$ cat config.mk
export PLATFORM = sky130hd
export DESIGN_NAME = stimulus_deserializer
export DESIGN_NICKNAME = d
export VERILOG_FILES = /design/src/rtl/stimulus_deserializer.sv
export SDC_FILE = /design/constraint.sdc
export NUM_CORES = 1
export LEC_CHECK = 0
export ABC_AREA = 1
export CAP_MARGIN = 20
export CELL_PAD_IN_SITES_DETAIL_PLACEMENT = 0
export CELL_PAD_IN_SITES_GLOBAL_PLACEMENT = 1
export CORE_AREA = 3 3 100 102
export DETAILED_ROUTE_END_ITERATION = 12
export DIE_AREA = 0 0 103 105
export GPL_TIMING_DRIVEN = 0
export PLACE_DENSITY = 0.79
export SYNTH_ARGS = -nofsm -noshare
export SYNTH_HDL_FRONTEND = slang
export SYNTH_SLANG_ARGS = --single-unit
$ cat constraint.sdc
create_clock -name clk -period 2.3 [get_ports clk]
set_input_delay 0.69 -clock clk [delete_from_list [all_inputs] [get_ports clk]]
set_output_delay 0.69 -clock clk [all_outputs]
set_load 0.05 [all_outputs]
$ cat src/rtl/stimulus_deserializer.sv
// stimulus_deserializer: consumer end of the stimulus stream interface.
// It samples the 4-bit stream on a fixed grid while data_valid is high and
// packs NIBBLES_PER_WORD nibbles MSB-first into a word. Completed words are
// buffered in a first-word-fall-through FIFO behind a valid/ready handshake.
// Optional build macro STIMULUS_DESERIALIZER_STATS_EN adds the sample_count and
// word_count statistics outputs.
module stimulus_deserializer #(
    parameter int SAMPLE_PERIOD    = 4,
    parameter int NIBBLES_PER_WORD = 4,
    parameter int FIFO_DEPTH       = 4
) (
    input  logic                          clk,
    input  logic                          reset_n,
    input  logic                          data_valid,
    input  logic [3:0]                    stimulus_stream,
    output logic [4*NIBBLES_PER_WORD-1:0] word_data,
    output logic                          word_valid,
    input  logic                          word_ready,
    output logic [$clog2(FIFO_DEPTH):0]   fifo_level,
    output logic                          overflow,
    output logic                          frame_error
`ifdef STIMULUS_DESERIALIZER_STATS_EN
    ,
    output logic [15:0]                   sample_count,
    output logic [15:0]                   word_count
`endif
);

    localparam int WORD_W  = 4 * NIBBLES_PER_WORD;
    localparam int SHIFT_W = 4 * (NIBBLES_PER_WORD - 1);
    localparam int PHASE_W = (SAMPLE_PERIOD > 1) ? $clog2(SAMPLE_PERIOD) : 1;
    localparam int COUNT_W = $clog2(NIBBLES_PER_WORD);
    localparam int ADDR_W  = $clog2(FIFO_DEPTH);

    localparam logic [PHASE_W-1:0] PHASE_LAST = PHASE_W'(SAMPLE_PERIOD - 1);
    localparam logic [PHASE_W-1:0] PHASE_ONE  = PHASE_W'(1);
    localparam logic [COUNT_W-1:0] COUNT_LAST = COUNT_W'(NIBBLES_PER_WORD - 1);
    localparam logic [COUNT_W-1:0] COUNT_ONE  = COUNT_W'(1);
    localparam logic [ADDR_W:0]    PTR_ONE    = (ADDR_W + 1)'(1);

    typedef enum logic {
        IDLE,
        RUN
    } state_t;

    state_t              state, state_next;
    logic [PHASE_W-1:0]  phase, phase_next;
    logic [COUNT_W-1:0]  count, count_next;
    logic [SHIFT_W-1:0]  shift, shift_next;
    logic                frame_error_next;
    logic                capture;
    logic                push;
    logic [WORD_W-1:0]   word_in;

    logic [WORD_W-1:0]   mem [FIFO_DEPTH];
    logic [ADDR_W:0]     wr_ptr, rd_ptr;
    logic                empty, full, pop, push_ok;

    // Only the previously captured nibbles are held; the newest nibble joins them on the final capture.
    always_comb begin
        state_next       = state;
        phase_next       = phase;
        count_next       = count;
        shift_next       = shift;
        frame_error_next = 1'b0;
        capture          = 1'b0;
        push             = 1'b0;
        word_in          = {shift, stimulus_stream};
        case (state)
            IDLE: begin
                if (data_valid) begin
                    capture    = 1'b1;
                    phase_next = (SAMPLE_PERIOD == 1) ? '0 : PHASE_ONE;
                    state_next = RUN;
                end
            end
            RUN: begin
                if (data_valid) begin
                    capture    = (phase == '0);
                    phase_next = (phase == PHASE_LAST) ? '0 : phase + PHASE_ONE;
                end else begin
                    state_next = IDLE;
                    phase_next = '0;
                    if (count != '0) begin
                        count_next       = '0;
                        shift_next       = '0;
                        frame_error_next = 1'b1;
                    end
                end
            end
            default: state_next = IDLE;
        endcase
        if (capture) begin
            shift_next = word_in[SHIFT_W-1:0];
            if (count == COUNT_LAST) begin
                push       = 1'b1;
                count_next = '0;
            end else begin
                count_next = count + COUNT_ONE;
            end
        end
    end

    // Capture FSM, sample grid, nibble assembly and the registered frame_error pulse.
    always_ff @(posedge clk or negedge reset_n) begin
        if (!reset_n) begin
            state       <= IDLE;
            phase       <= '0;
            count       <= '0;
            shift       <= '0;
            frame_error <= 1'b0;
        end else begin
            state       <= state_next;
            phase       <= phase_next;
            count       <= count_next;
            shift       <= shift_next;
            frame_error <= frame_error_next;
        end
    end

    // A push into a full FIFO still succeeds when the head is popped at the same edge.
    assign empty   = (wr_ptr == rd_ptr);
    assign full    = (wr_ptr[ADDR_W] != rd_ptr[ADDR_W]) &&
                     (wr_ptr[ADDR_W-1:0] == rd_ptr[ADDR_W-1:0]);
    assign pop     = !empty && word_ready;
    assign push_ok = push && (!full || pop);

    // FIFO pointers and the sticky overflow flag for dropped words.
    always_ff @(posedge clk or negedge reset_n) begin
        if (!reset_n) begin
            wr_ptr   <= '0;
            rd_ptr   <= '0;
            overflow <= 1'b0;
        end else begin
            if (push_ok) begin
                wr_ptr <= wr_ptr + PTR_ONE;
            end
            if (pop) begin
                rd_ptr <= rd_ptr + PTR_ONE;
            end
            if (push && !push_ok) begin
                overflow <= 1'b1;
            end
        end
    end

    // Word storage; contents are only visible through the pointers, so no reset is needed.
    always_ff @(posedge clk) begin
        if (push_ok) begin
            mem[wr_ptr[ADDR_W-1:0]] <= word_in;
        end
    end

    assign word_valid = !empty;
    assign word_data  = empty ? '0 : mem[rd_ptr[ADDR_W-1:0]];
    assign fifo_level = wr_ptr - rd_ptr;

`ifdef STIMULUS_DESERIALIZER_STATS_EN
    // Free-running statistics: captures and successfully stored words.
    always_ff @(posedge clk or negedge reset_n) begin
        if (!reset_n) begin
            sample_count <= '0;
            word_count   <= '0;
        end else begin
            if (capture) begin
                sample_count <= sample_count + 16'd1;
            end
            if (push_ok) begin
                word_count <= word_count + 16'd1;
            end
        end
    end
`endif

endmodule

Yosys cells after proc, flatten, opt, wreduce, memory -nomap -nowiden
Memories as Yosys holds them, arrays and structs flattened.
Cells that the tools add are included.
Word-level totals
  bits in registers: 25
  latch bits: 0
  memory bits (writable): 64
  ROM bits: 0
  input port bits: 8
  logic and storage cells: 59
  memories: 1
Memories
  mem: words 4, width 16, read ports 1, clocked after memory_dff 0, wr ports 1, line 55  | logic [WORD_W-1:0] mem [FIFO_DEPTH];
Operators by class
  add/sub/neg operators: 5
  $mul: 0
  divide/modulo/power cells: 0
  magnitude comparators: 0
  equal/unequal tests: 7
  shift-type cells: 0
  mux-type cells: 24
  bitwise logic cells: 1
  reduce and logical (&&, ||, !) cells: 13
Operators with widths (count)
  $mux 12: 4
  $mux 16: 1
  $mux 2: 8
  $mux 1: 9
  $add 3x1->3 const B: 2
  $reduce_bool 2->1: 3
  $add 2x1->2 const B: 2
  $eq 2x2->1 const B: 2
  $logic_and 1x1->1: 4
  $pmux 2 s2: 1
  $eq 3x3->1: 1
  $logic_not 1->1: 3
  $reduce_and 3->1: 1
  $sub 3x3->3: 1
  $eq 2x2->1: 1
  $logic_not 2->1: 1
  $ne 2x1->1 const B: 1
  $ne 2x2->1 const B: 1
  $pmux 1 s2: 1
  $logic_or 1x1->1: 1
  $ne 1x1->1: 1
  $not 1->1: 1

Logic depth before layout (Yosys ltp)
Gate-level depths: netlist of run 1.
  depth after elaboration: 7
  gate-level depth with buffers: 9
  mapped depth without buffers: 9

Least setup slack after synthesis of run 1
OpenSTA, ideal clock, no wires.
  path type: register to output
  start point: register rd_ptr[1]
  end point: output port word_data[10]
  arrival: 2.250 ns
  data required time: 1.610 ns
  path slack: -0.640 ns
  stages on the path, launching flop included: 9
  path buffers: 2
  cell sequence: dfrtp_1 -> inv_1 -> buf_2 -> ha_1 -> nand2_1 -> nand3b_4 -> inv_4 -> buf_6 -> a21oi_1
On the way
  word-level cells in the longest chain between the ends: 2
Ends and longest elaborated chain
  from (decl): line 56  | logic [ADDR_W:0] wr_ptr, rd_ptr;
  from (signal assigned): line 139  | rd_ptr <= rd_ptr + PTR_ONE;
  $mem_v2 4x16 / $eq 3x3->1 (equally long branches)
  $mux 16 (*): line 155  | assign word_data = empty ? '0 : mem[rd_ptr[ADDR_W-1:0]];
  to (decl): line 16  | output logic [4*NIBBLES_PER_WORD-1:0] word_data,
Mark *: on every way between the ends. The rest lies on a longest branch, timed or not.

Worst setup path in the final report of run 1
Ends and elaborated chain as after synthesis.

==> impl_results.md, run 1 <==
- Core ar.: 9200 µm²
- Crit path max fanout: 8
- Data arrival, critical path: 1.87 ns
- Critical Path RT: 1.61 ns
- Initial Util: 42.1%
- Post-Syn Nets: 361
- Clock root buffer: clkbuf_8
- Area share of the largest cell type after synthesis: 49.7%
- Worst setup margin: -0.264 ns
- # placed instances: 485
- Placed cell area: 4560 µm²
- Vias: 2559
- Remaining Overflow, GRT: 0
- Failing checks: negative setup slack
- Htree depth: 3
- Initial antenna violation count: 0
- Post-layout nets: 419
- First-pass GRT wire length: 13300 µm
- Sequential area share after synthesis: 65.8%
- Antenna Cells: 0
- Worst-path clk slew: 0.09 ns
- Top-Level Pins: 30
- Least-Margin Pin Slew: 0.531 ns
- Die height: 105 µm
- Max-slew headroom: 64.5%
- Hold_buf cts: 0
- Drt pass-1 iters: 4
- Cell taking the most area after synthesis: edfxtp_1
- MaxCap Viol Count: 0
- Unrepaired setup endpoints after global routing: true
- Drt via density: 4.97
- Final std cells w/o fill: 515
- Yosys warns: 0
- CTS Buffer Depth: 2
- TritonCTS clock tree: built
- P&R area growth vs syn: 29.2%
- Vias in the first global route: 2548
- Final wirelength: 8020 µm
- Fmax achieved: 0.390 GHz
- Row count: 35
- Drt drc: 0
- Final hold violation count: 0
- Final estimated routing congestion in global placement: 0.764
- Final period utilization: 111%
- Clk sinks: 89
- Ys flop type: edfxtp_1
- Clk Latency, worst-skew pair: 0.35 ns
- FFs w/ async S/R, synth: 28.1%
- Top-count cell post-synth: nand2_1
- Fin crit period: 2.56 ns
- Post-Syn Area: 3870 µm²
- Avg WL per Cell: 15.6 µm
- Detailed placer's ending HPWL: 5190 µm
- Antenna Nets Post-Route: 0
- Clk_skew: 0.0103 ns
- Fin. max-slew vios: 0
- Die Footprint: 10800 µm²
- Port Buffers: 29
- Finish-stage setup viols: 19
- Status: complete, but fails checks
- CP endpoint kind: output port
- Die width: 103 µm
- Number of synthesized flops with an enable pin: 64
- CP startpoint kind: register
- Cells after Synth: 341
- Final Cell Area: 5000 µm²
- Mapped Avg Cell Area: 11.3 µm²
- Top post-synthesis cells by count: nand2_1 (81), edfxtp_1 (64), nor2_1 (37)
- Num CTS Buffers: 9
- Drt initial violations: 119
- GRT Util Overall: 16.2%
- Register bit count reported by yosys: 89
- Synth top area cells: edfxtp_1 (50%), dfrtp_1 (16%), nand2_1 (7.9%)
- Hold Crit Class: register to register
- Post-synth cell types: 26
- Share of cells above drive strength 1: 28.5%
- Worst Path Class, Setup: register to output port
- Largest net degree at the start of global routing: 21
[worst paths after layout]
check | startpoint | end | slack, ns | cells after the start
worst min register to register | overflow$_DFFE_PN0P_ | overflow$_DFFE_PN0P_ | 0.48 | 2
max in group asynchronous | reset_n | wr_ptr[1]$_DFFE_PN0P_ | 1.23 | 2
worst max register to register | phase[0]$_DFFE_PN0P_ | mem[2][6]$_DFFE_PP_ | 0.34 | 8
worst max-delay path | rd_ptr[1]$_DFFE_PN0P_ | word_data[10] | -0.26 | 9
min in group asynchronous | reset_n | rd_ptr[0]$_DFFE_PN0P_ | 0.63 | 1
worst min-delay path | overflow$_DFFE_PN0P_ | overflow$_DFFE_PN0P_ | 0.48 | 2
[placed cells by master, fill, tap and decap left out, types with 5 or more instances in the layout]
| cell | count |
|---|---|
| nand2_1 | 80 |
| inv_1 | 24 |
| buf_6 | 23 |
| dfrtp_1 | 23 |
| buf_4 | 16 |
| o21ai_0 | 19 |
| ha_1 | 9 |
| clkdlybuf4s50_1 | 9 |
| edfxtp_1 | 64 |
| nand3_1 | 17 |
| clkbuf_8 | 9 |
| o21ai_2 | 6 |
| nor2_1 | 33 |
| a21oi_2 | 5 |
| a21oi_4 | 11 |
[per-stage QoR]
step / hold slack, ns / util (%) / TNS, ns / setup WS [ns]
after floorplan: 0.394 / - / -1.47 / -0.0979
after global placement: 0.446 / 48.6 / -73.77 / -0.980
after detailed placement: 0.461 / 49.5 / -22.31 / -0.817
after global routing: 0.498 / 54.4 / -5.50 / -0.342
final: 0.477 / 54.4 / -3.96 / -0.264
after CTS: 0.482 / 54.3 / -4.64 / -0.304
[worst max-delay path, stage by stage, from the launching register on]
cell and delay [ns]:
dfrtp_2 0.43, inv_4 0.07, buf_12 0.10, ha_4 0.18
nand2_2 0.06, nand3b_4 0.17, inv_8 0.06, buf_12 0.15
a21oi_4 0.13, buf_6 0.17
[final cells by class]
type	count	area, µm²
clock buffers	9	124
repair buffers	47	507
plain buffers	13	134
fillers	746	4200
flip-flops and latches	89	2550
well taps	111	139
clock inverters	7	143
inverters	29	121
multi-input cells	210	1280
[layer usage]
layer  part of all wire (%)  track usage [%]
met2                     49             26.1
met1                     45             21.8
met5                      0                0
met3                    4.3             2.74
met4                    1.6             5.92
[flip-flops by register name, summed over array words and instances (netlist names)]
| register | cells |
|---|---|
| mem | 64 |
| shift | 12 |
| rd_ptr | 3 |
| wr_ptr | 3 |
| count | 2 |
| phase | 2 |
| frame_error | 1 |
| overflow | 1 |
| state | 1 |
[logic make-up after synthesis]
group | Yosys count | synth area share (%)
simple gates | 146 | 16.4
compound gates | 49 | 7.18
buf+inv | 42 | 5.79
flops | 89 | 65.8
xor+xnor | 3 | 0.679
fa+ha+maj | 12 | 4.08
[timing repair]
action | 4_1_cts | 5_1_grt
resized for setup | 148 | 0
buffers inserted | 12 | 1
pin swaps | 5 | 1
setup endpoints to repair | 36 | 19
gates cloned | 1 | 0
Power of run 1 is not shown: default switching activity piles up to over one toggle a cycle in this logic, so the estimate is an artifact.
==> inputs of run 2 (changes only) <==
CORE_AREA = 3 3 96 98   (was 3 3 100 102)
CTS_CLUSTER_DIAMETER = 30   (was default)
DIE_AREA = 0 0 99 101   (was 0 0 103 105)
PLACE_DENSITY = 0.81   (was 0.79)
clock period = 2.6 ns   (was 2.3 ns; I/O delays follow)
==> run 2 against run 1 <==
The run still ends with negative setup slack left. First-iteration DRC count decreased by 15%. Largest cell class unchanged. Core utilization increased by 2.2 points. Critical endpoint is now word_data[4]. Global-route usage increased by 1.1 points.
==> impl_results.md, run 2 (synthesis results as in run 1) <==
- Port Buffers: 29 (unchanged)
- Critical Path RT: 1.82 ns (was 1.61 ns)
- First-pass GRT wire length: 13100 µm (was 13300 µm)
- Hold_buf cts: 0 (unchanged)
- CP max stage cell: dfrtp_1 (was dfrtp_2)
- Worst Path Class, Setup: register to output port (unchanged)
- Vias: 2502 (was 2559)
- Final estimated routing congestion in global placement: 0.722 (was 0.764)
- Clk sinks: 89 (unchanged)
- Initial Util: 45.2% (was 42.1%)
- Antenna Nets Post-Route: 0 (unchanged)
- Core ar.: 8550 µm² (was 9200 µm²)
- Final hold violation count: 0 (unchanged)
- Finish-stage setup viols: 15 (was 19)
- Top-Level Pins: 30 (unchanged)
- Layout fillers: 687 (was 746)
- Vias in the first global route: 2525 (was 2548)
- Placed cell area: 4460 µm² (was 4560 µm²)
- Fin crit period: 2.67 ns
- Least-Margin Pin Slew: 0.872 ns (was 0.531 ns)
- Fin. max-slew vios: 0 (unchanged)
- CP endpoint kind: output port (unchanged)
- Hold Crit Class: register to register (unchanged)
- P&R area growth vs syn: 25.1% (was 29.2%)
- Post-layout nets: 414 (was 419)
- Drt initial violations: 101 (was 119)
- Die height: 101 µm (was 105 µm)
- Crit-path cells: inv_2 > buf_8 > ha_4 > nand2_2 > nand3b_4 > inv_8 > buf_16 > a21oi_4 > buf_6 (was inv_4 > buf_12 > ha_4 > nand2_2 > nand3b_4 > inv_8 > buf_12 > a21oi_4 > buf_6)
- Worst setup margin: -0.0711 ns (was -0.264 ns)
- Unrepaired setup endpoints after global routing: true (unchanged)
- TritonCTS clock tree: built (unchanged)
- Num CTS Buffers: 9 (unchanged)
- Detailed placer's ending HPWL: 5190 µm (about the same)
- Worst-path clk slew: 0.10 ns (was 0.09 ns)
- Clk Latency, worst-skew pair: 0.36 ns (was 0.35 ns)
- CP max stage delay: 0.40 ns (was 0.43 ns)
- CP startpoint kind: register (unchanged)
- Clock root buffer: clkbuf_8 (unchanged)
- Drt pass-1 iters: 4 (unchanged)
- Max-slew headroom: 41.8% (was 64.5%)
- Max reg flops: 64 (unchanged)
- Failing checks: negative setup slack (unchanged)
- Final period utilization: 103%
- GRT Util Overall: 17.3% (was 16.2%)
- Most common cell after layout, fill and taps aside: nand2_1 (unchanged)
- Drt via density: 4.93 (was 4.97)
- Avg WL per Cell: 15.8 µm (was 15.6 µm)
- Drt drc: 0 (unchanged)
- Initial antenna violation count: 0 (unchanged)
- Status: complete, but fails checks (unchanged)
- Htree depth: 3 (unchanged)
- Row count: 34 (was 35)
- Util after Layout: 56.6% (was 54.4%)
- Final Cell Area: 4840 µm² (was 5000 µm²)
- MaxCap Viol Count: 0 (unchanged)
- Die Footprint: 10000 µm² (was 10800 µm²)
- Data arrival, critical path: 1.89 ns (was 1.87 ns)
- Largest net degree at the start of global routing: 20 (was 21)
- Die width: 99 µm (was 103 µm)
- Clk_skew: 0.0125 ns (was 0.0103 ns)
- Final wirelength: 8030 µm (was 8020 µm)
- CTS Buffer Depth: 2 (unchanged)
- Most frequent cells in the layout: nand2_1 (80), edfxtp_1 (64), nor2_1 (33) (unchanged)
- Crit path max fanout: 5 (was 8)
- Antenna Cells: 0 (unchanged)
- Share of cells above drive strength 1: 25.8% (was 28.5%)
- Remaining Overflow, GRT: 0 (unchanged)
- Fmax achieved: 0.374 GHz
## run 2: metal layers
layer / global-route usage, % / vias up / wire length, µm
met5: 0 / - / 0
met2: 29.3 / 45 / 4090
met1: 22.4 / 1206 / 3510
met4: 6.30 / 0 / 108
li1: - / 1239 / -
met3: 3.18 / 12 / 318
## run 2: critical path: cells and delay by family (launching register included)
family	cells	cell delay [ns]
flops	1	0.40
compound gates	1	0.13
simple gates	2	0.23
buf+inv	5	0.57
fa+ha+maj	1	0.19
## run 2: final cells by class
class / count / area (µm²) / share of cell area (%)
Clock inverter: 7 / 61.3 / 1.27
Multi-Input combinational cell: 210 / 1270 / 26.3
Buffer: 13 / 129 / 2.66
Inverter: 29 / 119 / 2.46
Clock buffer: 9 / 124 / 2.56
Tap cell: 108 / 135 / 2.79
Timing Repair Buffer: 42 / 448 / 9.26
Sequential cell: 89 / 2550 / 52.7
## run 2: worst paths after layout
kind	from	endpoint	cells after the start	slack [ns]
setup / recovery	rd_ptr[1]$_DFFE_PN0P_	word_data[4]	9	-0.07
hold / removal	overflow$_DFFE_PN0P_	overflow$_DFFE_PN0P_	2	0.47
setup reg to reg	rd_ptr[1]$_DFFE_PN0P_	mem[2][15]$_DFFE_PP_	9	0.31
hold reg to reg	overflow$_DFFE_PN0P_	overflow$_DFFE_PN0P_	2	0.47
max in group asynchronous	reset_n	wr_ptr[1]$_DFFE_PN0P_	2	1.41
min in group asynchronous	reset_n	rd_ptr[2]$_DFFE_PN0P_	1	0.70
## run 2: per-stage QoR
stage / std cells / TNS [ns] / hold WS (ns) / setup slack [ns]
after floorplan: 341 / -1.72 / 0.476 / -0.265
after global placement: 478 / -59.13 / 0.447 / -0.779
after detailed placement: 481 / -22.06 / 0.454 / -0.775
after CTS: 506 / -1.19 / 0.481 / -0.102
after global routing: 507 / -2.10 / 0.517 / -0.160
final: 507 / -0.816 / 0.472 / -0.0711
## run 2: what timing repair did
action	4_1_cts	5_1_grt
cloned	1	0
resized for setup	143	5
setup buffers	8	1
endpoints found under the setup margin	52	19
Power of run 2 is left out for the same reason.
==> inputs of run 3 (changes only) <==
CELL_PAD_IN_SITES_GLOBAL_PLACEMENT = 2   (was 1)
CORE_AREA = 3 3 104 106   (was 3 3 96 98)
DIE_AREA = 0 0 107 109   (was 0 0 99 101)
PLACE_DENSITY = 0.82   (was 0.81)
==> run 3 against run 2 <==
Maximum frequency rose by 0.20%. Worst setup slack improved by 0.0054 ns. The flow still finishes with violations (negative setup slack). Final area rose by 2.5%. Count of clock-buffer cells in the layout rose by 1. Cell count rose by 4.5%. Register-to-register slack improved by 0.19 ns. First-iteration DRC count rose by 6.9%. Global-route usage fell by 2.0 points. Routed wire length rose by 2.4%. Via count fell by 0.96%. Highest routed layer unchanged.
==> impl_results.md, run 3 (synthesis results as in run 1) <==
- Status: complete, but fails checks (unchanged)
- Failing checks: negative setup slack (unchanged)
- Placed cell area: 4510 µm² (was 4460 µm²)
- CTS Buffer Depth: 2 (unchanged)
- Remaining Overflow, GRT: 0 (unchanged)
- CP endpoint kind: output port (unchanged)
- Util after Layout: 50.3% (was 56.6%)
- Final wirelength: 8230 µm (was 8030 µm)
- Initial Util: 39.2% (was 45.2%)
- # placed instances: 507 (was 481)
- Row count: 36 (was 34)
- Final std cells w/o fill: 530 (was 507)
- Vias: 2478 (was 2502)
- Clk sinks: 89 (unchanged)
- Post-layout nets: 412 (was 414)
- Crit-path cells: inv_2 > buf_8 > ha_4 > nand2_4 > nand3b_4 > inv_8 > buf_12 > a21oi_4 > buf_6 (was inv_2 > buf_8 > ha_4 > nand2_2 > nand3b_4 > inv_8 > buf_16 > a21oi_4 > buf_6)
- CP max stage cell: dfrtp_1 (unchanged)
- Antenna Nets Post-Route: 0 (unchanged)
- WP buf/inv: 5 (unchanged)
- TritonCTS clock tree: built (unchanged)
- Fin crit period: 2.67 ns (about the same)
- Drt drc: 0 (unchanged)
- Hold_buf cts: 0 (unchanged)
- Antenna Cells: 0 (unchanged)
- Unrepaired setup endpoints after global routing: true (unchanged)
- Max reg flops: 64 (unchanged)
- P&R area growth vs syn: 28.2% (was 25.1%)
- CP max stage delay: 0.37 ns (was 0.40 ns)
- Clk Latency, worst-skew pair: 0.35 ns (was 0.36 ns)
- Port Buffers: 29 (unchanged)
- Layout fillers: 886 (was 687)
- Top-Level Pins: 30 (unchanged)
- Die height: 109 µm (was 101 µm)
- Final estimated routing congestion in global placement: 0.761 (was 0.722)
- Clock root buffer: clkbuf_8 (unchanged)
- Drt pass-1 iters: 4 (unchanged)
- Hold Crit Class: register to register (unchanged)
- Die Footprint: 11700 µm² (was 10000 µm²)
- Area occupied by multi-input gates: 1280 µm² (was 1270 µm²)
- Most common cell after layout, fill and taps aside: nand2_1 (unchanged)
- MaxCap Viol Count: 0 (unchanged)
- Drt via density: 4.68 (was 4.93)
- CP startpoint kind: register (unchanged)
- Initial antenna violation count: 0 (unchanged)
- Num CTS Buffers: 9 (unchanged)
- Crit path max fanout: 7 (was 5)
- Drt initial violations: 108 (was 101)
- Worst setup margin: -0.0657 ns (was -0.0711 ns)
- Worst-path clk slew: 0.09 ns (was 0.10 ns)
- GRT Util Overall: 15.3% (was 17.3%)
- Finish-stage setup viols: 13 (was 15)
- Final hold violation count: 0 (unchanged)
- Largest net degree at the start of global routing: 21 (was 20)
- Fmax achieved: 0.375 GHz (was 0.374 GHz)
- Avg WL per Cell: 15.5 µm (was 15.8 µm)
- Worst path top cell family by delay: buffers and inverters (unchanged)
- First-pass GRT wire length: 13100 µm (about the same)
- Data arrival, critical path: 1.89 ns (about the same)
- Final period utilization: 103% (about the same)
- Max-slew headroom: 65.2% (was 41.8%)
- Core ar.: 9860 µm² (was 8550 µm²)
- Die width: 107 µm (was 99 µm)
- Least-Margin Pin Slew: 0.520 ns (was 0.872 ns)
- FF+latch area: 2550 µm² (about the same)
- Detailed placer's ending HPWL: 5490 µm (was 5190 µm)
- Htree depth: 3 (unchanged)
- Fin. max-slew vios: 0 (unchanged)
- Share of cells above drive strength 1: 25.2% (was 25.8%)
- Critical Path RT: 1.82 ns (about the same)
- Final Cell Area: 4960 µm² (was 4840 µm²)
- Worst Path Class, Setup: register to output port (unchanged)
- Clk_skew: 0.00759 ns (was 0.0125 ns)
- Most frequent cells in the layout: nand2_1 (80), edfxtp_1 (64), nor2_1 (33) (unchanged)
- Vias in the first global route: 2373 (was 2525)
[run 3: changes by cell type in the layout (fill, tap and decap cells not counted), sizes merged]
cell	before	now
clkbuf	9	10
buf	45	43
clkinvlp	2	0
inv	33	30
bufinv	0	4
[run 3: timing repair]
action / in CTS / in global routing
resized for setup: 142 / 12
pin swaps: 0 / 3
endpoints found under the setup margin: 36 / 21
cloned: 1 / 0
setup buffers: 6 / 0
[run 3: worst min-delay path: stages, from the launching register on]
cell and delay [ns]:
dfrtp_1 0.35, inv_1 0.04, nand2_1 0.06
[run 3: cell type report]
| cell class | instances | share of cell area (%) |
|---|---|---|
| Buffer | 13 | 2.90 |
| Tap cell | 133 | 3.35 |
| Multi-Input combinational cell | 210 | 25.9 |
| Timing Repair Buffer | 40 | 8.68 |
| Inverter | 29 | 2.40 |
| Clock buffer | 10 | 2.57 |
| Clock inverter | 6 | 2.82 |
| Sequential cell | 89 | 51.4 |
[run 3: stage by stage]
stage | setup TNS (ns) | hold WS [ns] | setup WS [ns]
final | -0.638 | 0.471 | -0.0657
after global routing | -2.00 | 0.520 | -0.160
after CTS | -0.901 | 0.480 | -0.0867
after detailed placement | -19.42 | 0.460 | -0.805
after global placement | -60.91 | 0.449 | -0.821
after floorplan | -1.72 | 0.476 | -0.265
[run 3: metal layers]
layer	vias to the layer above	global-route usage (%)	wire length [µm]
met5	-	0	0
met1	1189	20.8	3720
li1	1242	-	-
met2	38	24.6	4030
met4	0	5.21	94
met3	9	3.20	373
[run 3: path summary, 6_finish.rpt]
kind                                        from               endpoint  slack (ns)  cells after the start
min in group asynchronous                reset_n  rd_ptr[2]$_DFFE_PN0P_        0.72                      1
min                         overflow$_DFFE_PN0P_   overflow$_DFFE_PN0P_        0.47                      2
max reg2reg                 phase[0]$_DFFE_PN0P_   mem[0][10]$_DFFE_PP_        0.50                      9
max                        rd_ptr[1]$_DFFE_PN0P_           word_data[1]       -0.07                      9
min reg2reg                 overflow$_DFFE_PN0P_   overflow$_DFFE_PN0P_        0.47                      2
max in group asynchronous                reset_n  wr_ptr[1]$_DFFE_PN0P_        1.42                      2
Power of run 3 is left out for the same reason.
